$ cat config.mk
export PLATFORM = sky130hd
export DESIGN_NAME = fusion_seq_ctrl
export DESIGN_NICKNAME = d
export VERILOG_FILES = /design/src/rtl/fusion_seq_ctrl.sv
export SDC_FILE = /design/constraint.sdc
export NUM_CORES = 1
export LEC_CHECK = 0
export ABC_AREA = 1
export CAP_MARGIN = 10
export CORE_ASPECT_RATIO = 1.4
export CORE_MARGIN = 4
export CORE_UTILIZATION = 55
export CTS_BUF_LIST = sky130_fd_sc_hd__clkbuf_4
export DETAILED_ROUTE_END_ITERATION = 12
export GPL_ROUTABILITY_DRIVEN = 0
export PLACE_DENSITY = 0.84
export SKIP_CTS_REPAIR_TIMING = 1
export SLEW_MARGIN = 20
export SYNTH_ARGS = -nofsm -noshare
export SYNTH_HDL_FRONTEND = slang
export SYNTH_SLANG_ARGS = --single-unit
$ cat constraint.sdc
create_clock -name clk -period 4.9 [get_ports clk]
set_input_delay 0.98 -clock clk [delete_from_list [all_inputs] [get_ports clk]]
set_output_delay 0.98 -clock clk [all_outputs]
set_load 0.005 [all_outputs]
$ cat src/rtl/fusion_seq_ctrl.sv
// Sequencer for one 4b x 4b fusion_unit: splits 2/4/8-bit operand pairs into 1, 2 or 4
// nibble passes and shift-accumulates the returned psums into a dot-product result.
module fusion_seq_ctrl #(
  parameter int unsigned ACC_W = 32
) (
  input  logic             clk,
  input  logic             reset,
  input  logic             in_valid,
  output logic             in_ready,
  input  logic [7:0]       in_data,
  input  logic [7:0]       w_data,
  input  logic [1:0]       in_prec,
  input  logic [1:0]       w_prec,
  input  logic             s_in,
  input  logic             s_weight,
  input  logic             in_last,
  output logic [3:0]       fu_in,
  output logic [3:0]       fu_weight,
  output logic [2:0]       fu_in_width,
  output logic [2:0]       fu_weight_width,
  output logic             fu_s_in,
  output logic             fu_s_weight,
  input  logic [17:0]      fu_psum,
  output logic             out_valid,
  input  logic             out_ready,
  output logic [ACC_W-1:0] out_data,
  output logic             busy
);

  typedef enum logic [1:0] {S_IDLE, S_ISSUE, S_DRAIN, S_OUT} state_t;

  state_t           r_state;
  logic [7:0]       r_a, r_w;
  logic             r_a8, r_w8, r_sa, r_sw, r_last;
  logic [1:0]       r_k;
  logic [3:0]       r_fu_in, r_fu_weight;
  logic             r_fu_s_in, r_fu_s_weight;
  logic             r_fu_vld;
  logic [1:0]       r_fu_sh;
  logic             r_ps_vld, r_ps_sgn;
  logic [1:0]       r_ps_sh;
  logic [ACC_W-1:0] r_acc, r_out_data;
  logic             r_out_valid, r_in_ready, r_busy;

  logic             w_idle;
  logic [7:0]       w_a, w_w;
  logic             w_a8, w_w8, w_sa, w_sw;
  logic [1:0]       w_k, w_last_k, w_sh;
  logic             w_i_hi, w_w_hi;
  logic [3:0]       w_nib_i, w_nib_w;
  logic             w_si, w_sw_pass;
  logic [ACC_W-1:0] w_ps_ext, w_acc_sum;

  // Narrow operands are extended into the low nibble; upper bits of the bus are ignored.
  function automatic logic [7:0] ext_op(input logic [7:0] d, input logic [1:0] prec,
                                        input logic s);
    case (prec)
      2'd0:    return {4'h0, {2{s & d[1]}}, d[1:0]};
      2'd1:    return {4'h0, d[3:0]};
      default: return d;
    endcase
  endfunction

  // Pass selection: in IDLE the incoming pair's pass 0, otherwise the latched pair's pass k+1.
  always_comb begin
    w_idle    = (r_state == S_IDLE);
    w_a       = w_idle ? ext_op(in_data, in_prec, s_in)  : r_a;
    w_w       = w_idle ? ext_op(w_data, w_prec, s_weight) : r_w;
    w_a8      = w_idle ? in_prec[1] : r_a8;
    w_w8      = w_idle ? w_prec[1]  : r_w8;
    w_sa      = w_idle ? s_in       : r_sa;
    w_sw      = w_idle ? s_weight   : r_sw;
    w_k       = w_idle ? 2'd0 : r_k + 2'd1;
    w_i_hi    = w_a8 & w_k[0];
    w_w_hi    = w_w8 & (w_a8 ? w_k[1] : w_k[0]);
    w_nib_i   = w_i_hi ? w_a[7:4] : w_a[3:0];
    w_nib_w   = w_w_hi ? w_w[7:4] : w_w[3:0];
    w_si      = w_sa & (w_i_hi | ~w_a8);
    w_sw_pass = w_sw & (w_w_hi | ~w_w8);
    w_sh      = {1'b0, w_i_hi} + {1'b0, w_w_hi};
    w_last_k  = (r_a8 & r_w8) ? 2'd3 : ((r_a8 | r_w8) ? 2'd1 : 2'd0);
    w_ps_ext  = r_ps_sgn ? ACC_W'($signed(fu_psum)) : ACC_W'(fu_psum);
    w_acc_sum = r_acc + (r_ps_vld ? (w_ps_ext << {r_ps_sh, 2'b00}) : '0);
  end

  always_ff @(posedge clk) begin
    if (reset) begin
      r_state       <= S_IDLE;
      r_a           <= '0;
      r_w           <= '0;
      r_a8          <= 1'b0;
      r_w8          <= 1'b0;
      r_sa          <= 1'b0;
      r_sw          <= 1'b0;
      r_last        <= 1'b0;
      r_k           <= '0;
      r_fu_in       <= '0;
      r_fu_weight   <= '0;
      r_fu_s_in     <= 1'b0;
      r_fu_s_weight <= 1'b0;
      r_fu_vld      <= 1'b0;
      r_fu_sh       <= '0;
      r_ps_vld      <= 1'b0;
      r_ps_sgn      <= 1'b0;
      r_ps_sh       <= '0;
      r_acc         <= '0;
      r_out_data    <= '0;
      r_out_valid   <= 1'b0;
      r_in_ready    <= 1'b1;
      r_busy        <= 1'b0;
    end else begin
      // The fusion_unit registers psum one cycle after issue; track which pass it belongs to.
      r_ps_vld <= r_fu_vld;
      r_ps_sh  <= r_fu_sh;
      r_ps_sgn <= r_fu_s_in | r_fu_s_weight;
      r_acc    <= w_acc_sum;

      case (r_state)
        S_IDLE: begin
          if (in_valid) begin
            r_a           <= w_a;
            r_w           <= w_w;
            r_a8          <= w_a8;
            r_w8          <= w_w8;
            r_sa          <= s_in;
            r_sw          <= s_weight;
            r_last        <= in_last;
            r_k           <= 2'd0;
            r_fu_in       <= w_nib_i;
            r_fu_weight   <= w_nib_w;
            r_fu_s_in     <= w_si;
            r_fu_s_weight <= w_sw_pass;
            r_fu_vld      <= 1'b1;
            r_fu_sh       <= w_sh;
            r_in_ready    <= 1'b0;
            r_busy        <= 1'b1;
            r_state       <= S_ISSUE;
          end
        end
        S_ISSUE: begin
          if (r_k == w_last_k) begin
            r_fu_in       <= '0;
            r_fu_weight   <= '0;
            r_fu_s_in     <= 1'b0;
            r_fu_s_weight <= 1'b0;
            r_fu_vld      <= 1'b0;
            r_fu_sh       <= '0;
            r_state       <= S_DRAIN;
          end else begin
            r_k           <= w_k;
            r_fu_in       <= w_nib_i;
            r_fu_weight   <= w_nib_w;
            r_fu_s_in     <= w_si;
            r_fu_s_weight <= w_sw_pass;
            r_fu_sh       <= w_sh;
          end
        end
        S_DRAIN: begin
          if (r_last) begin
            r_out_data  <= w_acc_sum;
            r_out_valid <= 1'b1;
            r_acc       <= '0;
            r_state     <= S_OUT;
          end else begin
            r_in_ready <= 1'b1;
            r_busy     <= 1'b0;
            r_state    <= S_IDLE;
          end
        end
        S_OUT: begin
          if (out_ready) begin
            r_out_valid <= 1'b0;
            r_in_ready  <= 1'b1;
            r_busy      <= 1'b0;
            r_state     <= S_IDLE;
          end
        end
        default: r_state <= S_IDLE;
      endcase
    end
  end

  assign in_ready        = r_in_ready;
  assign busy            = r_busy;
  assign out_valid       = r_out_valid;
  assign out_data        = r_out_data;
  assign fu_in           = r_fu_in;
  assign fu_weight       = r_fu_weight;
  assign fu_s_in         = r_fu_s_in;
  assign fu_s_weight     = r_fu_s_weight;
  assign fu_in_width     = 3'b100;
  assign fu_weight_width = 3'b100;

endmodule

==> flow_summary.json <==
{
  "finalHoldViolations": 0,
  "synthFlopType": "dfxtp_1",
  "cts_tree": "done",
  "cpPeakStageDelay_ns": 1.02,
  "drt-initial-drc-count": 393,
  "syn_inst": 1049,
  "worst-setup-path-type": "reg2reg",
  "io_buffers": 89,
  "period_share_pct": 66.4,
  "fp.coreArea_mm2": 0.0119,
  "worstPathCellList": "inv_1, nand2_1, nor2_1, ha_1, fa_1, nand3_1, nand3_1, nand3_1, nand3_1, xor2_1, and2_1",
  "placedCellCount": 1258,
  "peakVddDrop_uv": 211,
  "cts_buffer_depth": 2,
  "leakagePower_nw": 3.81,
  "maxSlewViolCount": 0,
  "synth_warnings": 0,
  "wl_per_cell_um": 14.1,
  "syn_to_final_growth_pct": 16.2,
  "wirelength_mm": 18.0,
  "num_io_pins": 96,
  "holdPathStages": 2,
  "max-slew-margin-rel_pct": 32.2,
  "grt_pass1_vias": 6308,
  "finClkSkew_ns": 0.0253,
  "clock-root-buffer": "clkbuf_4",
  "antenna_found_initial": 1,
  "cts_made_buffers": 9,
  "path_clk_slew_ns": 0.16,
  "synth_cell_types": 43,
  "rsz0062_at_grt": "no",
  "synth_area_per_cell_um2": 6.38,
  "end_kind": "flop",
  "slowest_stage": "dfxtp_1",
  "dr.pass1.iters": 5,
  "crit_arrival_ns": 3.65,
  "max_cap_viol_count": 0,
  "fin_nets": 1200,
  "yosysSeqAreaShare_pct": 32.6,
  "synthArstFlopShare_pct": 0,
  "rows": 47,
  "tightest_slew_ns": 1.02,
  "hpwl_mm": 14.2,
  "synth-seq-cells": 109,
  "grt-ovfl-total": 0,
  "fmax_ghz": 0.307,
  "syn_area_mm2": 0.00669,
  "die-width_um": 101,
  "layout-drive-gt1-share_pct": 4.08,
  "fin_crit_ns": 3.25,
  "grt_usage_pct": 25.4,
  "grt_pass1_wl_mm": 28.8,
  "setup_viol_count_final": 0,
  "vias": 6729,
  "fillers": 1100,
  "viasPerCell": 5.28,
  "clk_latency_ns": 0.46,
  "power_density_mw_per_mm2": 288,
  "outcome": "complete, no violations",
  "tns_ns": 0,
  "die_area_mm2": 0.0140,
  "startpoint_type": "flop",
  "crit_fanout": 20,
  "start_util_pct": 56.3,
  "dieHeight_um": 139,
  "cts_htree_levels": 3,
  "worstPathRequired_ns": 5.30,
  "hold_path.class": "reg2reg",
  "clock-sinks": 109,
  "synth_edf_count": 0,
  "ant_nets": 0,
  "stdcell_count": 1275,
  "critPathMostFrequentCell": "nand3_1",
  "reg2reg_depth": 11,
  "drc": 0,
  "grt_max_degree": 30
}
-- cells in the final DEF, fill, tap and decap left out, drive strengths merged --
cell and n:
a211oi 1, a21o 1, a21oi 46, a22oi 4, a31oi 4, and2 4, buf 3, bufinv 2
clkbuf 10, clkdlybuf4s50 89, clkinv 4, conb 6, dfxtp 109, diode 1, fa 1, ha 32
inv 140, mux2i 14, nand2 365, nand3 61, nand3b 5, nand4 3, nor2 120, nor3 4
o211ai 3, o21ai 56, o21bai 3, o221a 2, o22ai 15, o31ai 1, or2 2, xnor2 12
xor2 5
-- layer usage --
layer | global-route usage (%) | vias to the layer above | share of wire, %
li1 | - | 3440 | -
met1 | 28.3 | 3041 | 39
met2 | 46.3 | 208 | 51
met3 | 5.14 | 40 | 7.0
met4 | 9.80 | 0 | 3.0
met5 | 0 | - | 0
-- power breakdown --
part	internal, mW	total, mW	switching [mW]
registers	0.979	1.04	0.0615
clock network	0.214	0.511	0.297
logic	0.264	0.689	0.425
total	1.46	2.24	0.784
-- state kept, by name, indices dropped and copies added (netlist names), 4 cells and up --
| register | cells |
|---|---|
| out_data | 32 |
| r_acc | 32 |
| r_a | 8 |
| r_w | 8 |
| fu_in | 4 |
| fu_weight | 4 |
-- cell type report --
cell class                      instances  area [um^2]  area share, %
Timing Repair Buffer                   92          913           11.7
Multi-Input combinational cell        770         3800           48.9
Antenna cell                            1         2.50         0.0322
Inverter                              140          528           6.79
Tap cell                              147          184           2.37
Sequential cell                       109         2180           28.1
Clock buffer                           10         75.1          0.966
Clock inverter                          6         86.3           1.11
-- critical path, delay by kind of cell (launching register included) --
kind	cells	cell delay, ns
xor gates and xnor gates	1	0.30
adders and majority gates	2	0.72
buffers and inverters	1	0.22
DFF	1	1.02
and+or+nand+nor	7	0.93
-- through the flow --
stage	hold slack, ns	power, mW	util, %	cell area [um^2]	worst slack, ns
floorplan	0.400	1.52	-	6710	2.34
global placement	0.408	1.73	64.1	7610	1.34
detailed placement	0.408	1.74	64.1	7610	1.33
CTS	0.429	2.25	65.4	7770	1.71
global route	0.458	2.37	65.4	7770	1.49
finish	0.426	2.24	65.4	7770	1.65
-- worst paths after layout --
kind / from / endpoint / slack [ns]
setup / recovery: r_ps_sh[0] / r_acc[12] / 1.65
hold / removal: r_fu_sh[0] / r_ps_sh[0] / 0.43
setup reg to reg: r_ps_sh[0] / r_acc[12] / 1.65
hold reg to reg: r_fu_sh[0] / r_ps_sh[0] / 0.43
-- cell usage after synthesis (all sizes together) (2+ instances only) --
cell type	instances	area [um^2]
o221a	2	22.5
o22ai	15	93.8
dfxtp	109	2180
or2	2	12.5
nand2	365	1390
inv	139	524
nor2	120	489
mux2i	14	140
a22oi	4	30.0
nand3b	5	37.5
o21bai	3	22.5
o211ai	3	22.5
nand3	61	310
clkbuf	10	37.5
xnor2	12	105
nand4	3	18.8
conb	2	7.51
nor3	4	20.0
a21oi	46	234
ha	32	400
and2	4	25.0
buf	24	156
a31oi	4	25.0
xor2	5	43.8
o21ai	56	292
-- cell families after synthesis --
logic type / share of synthesized area (%)
flops: 32.6
compound gates: 11.4
other cells: 0.112
xor+xnor: 2.23
buf+inv: 10.8
mux: 2.09
fa+ha+maj: 6.28
simple gates: 34.5
Note: power is estimated with default switching activity, not from simulation.
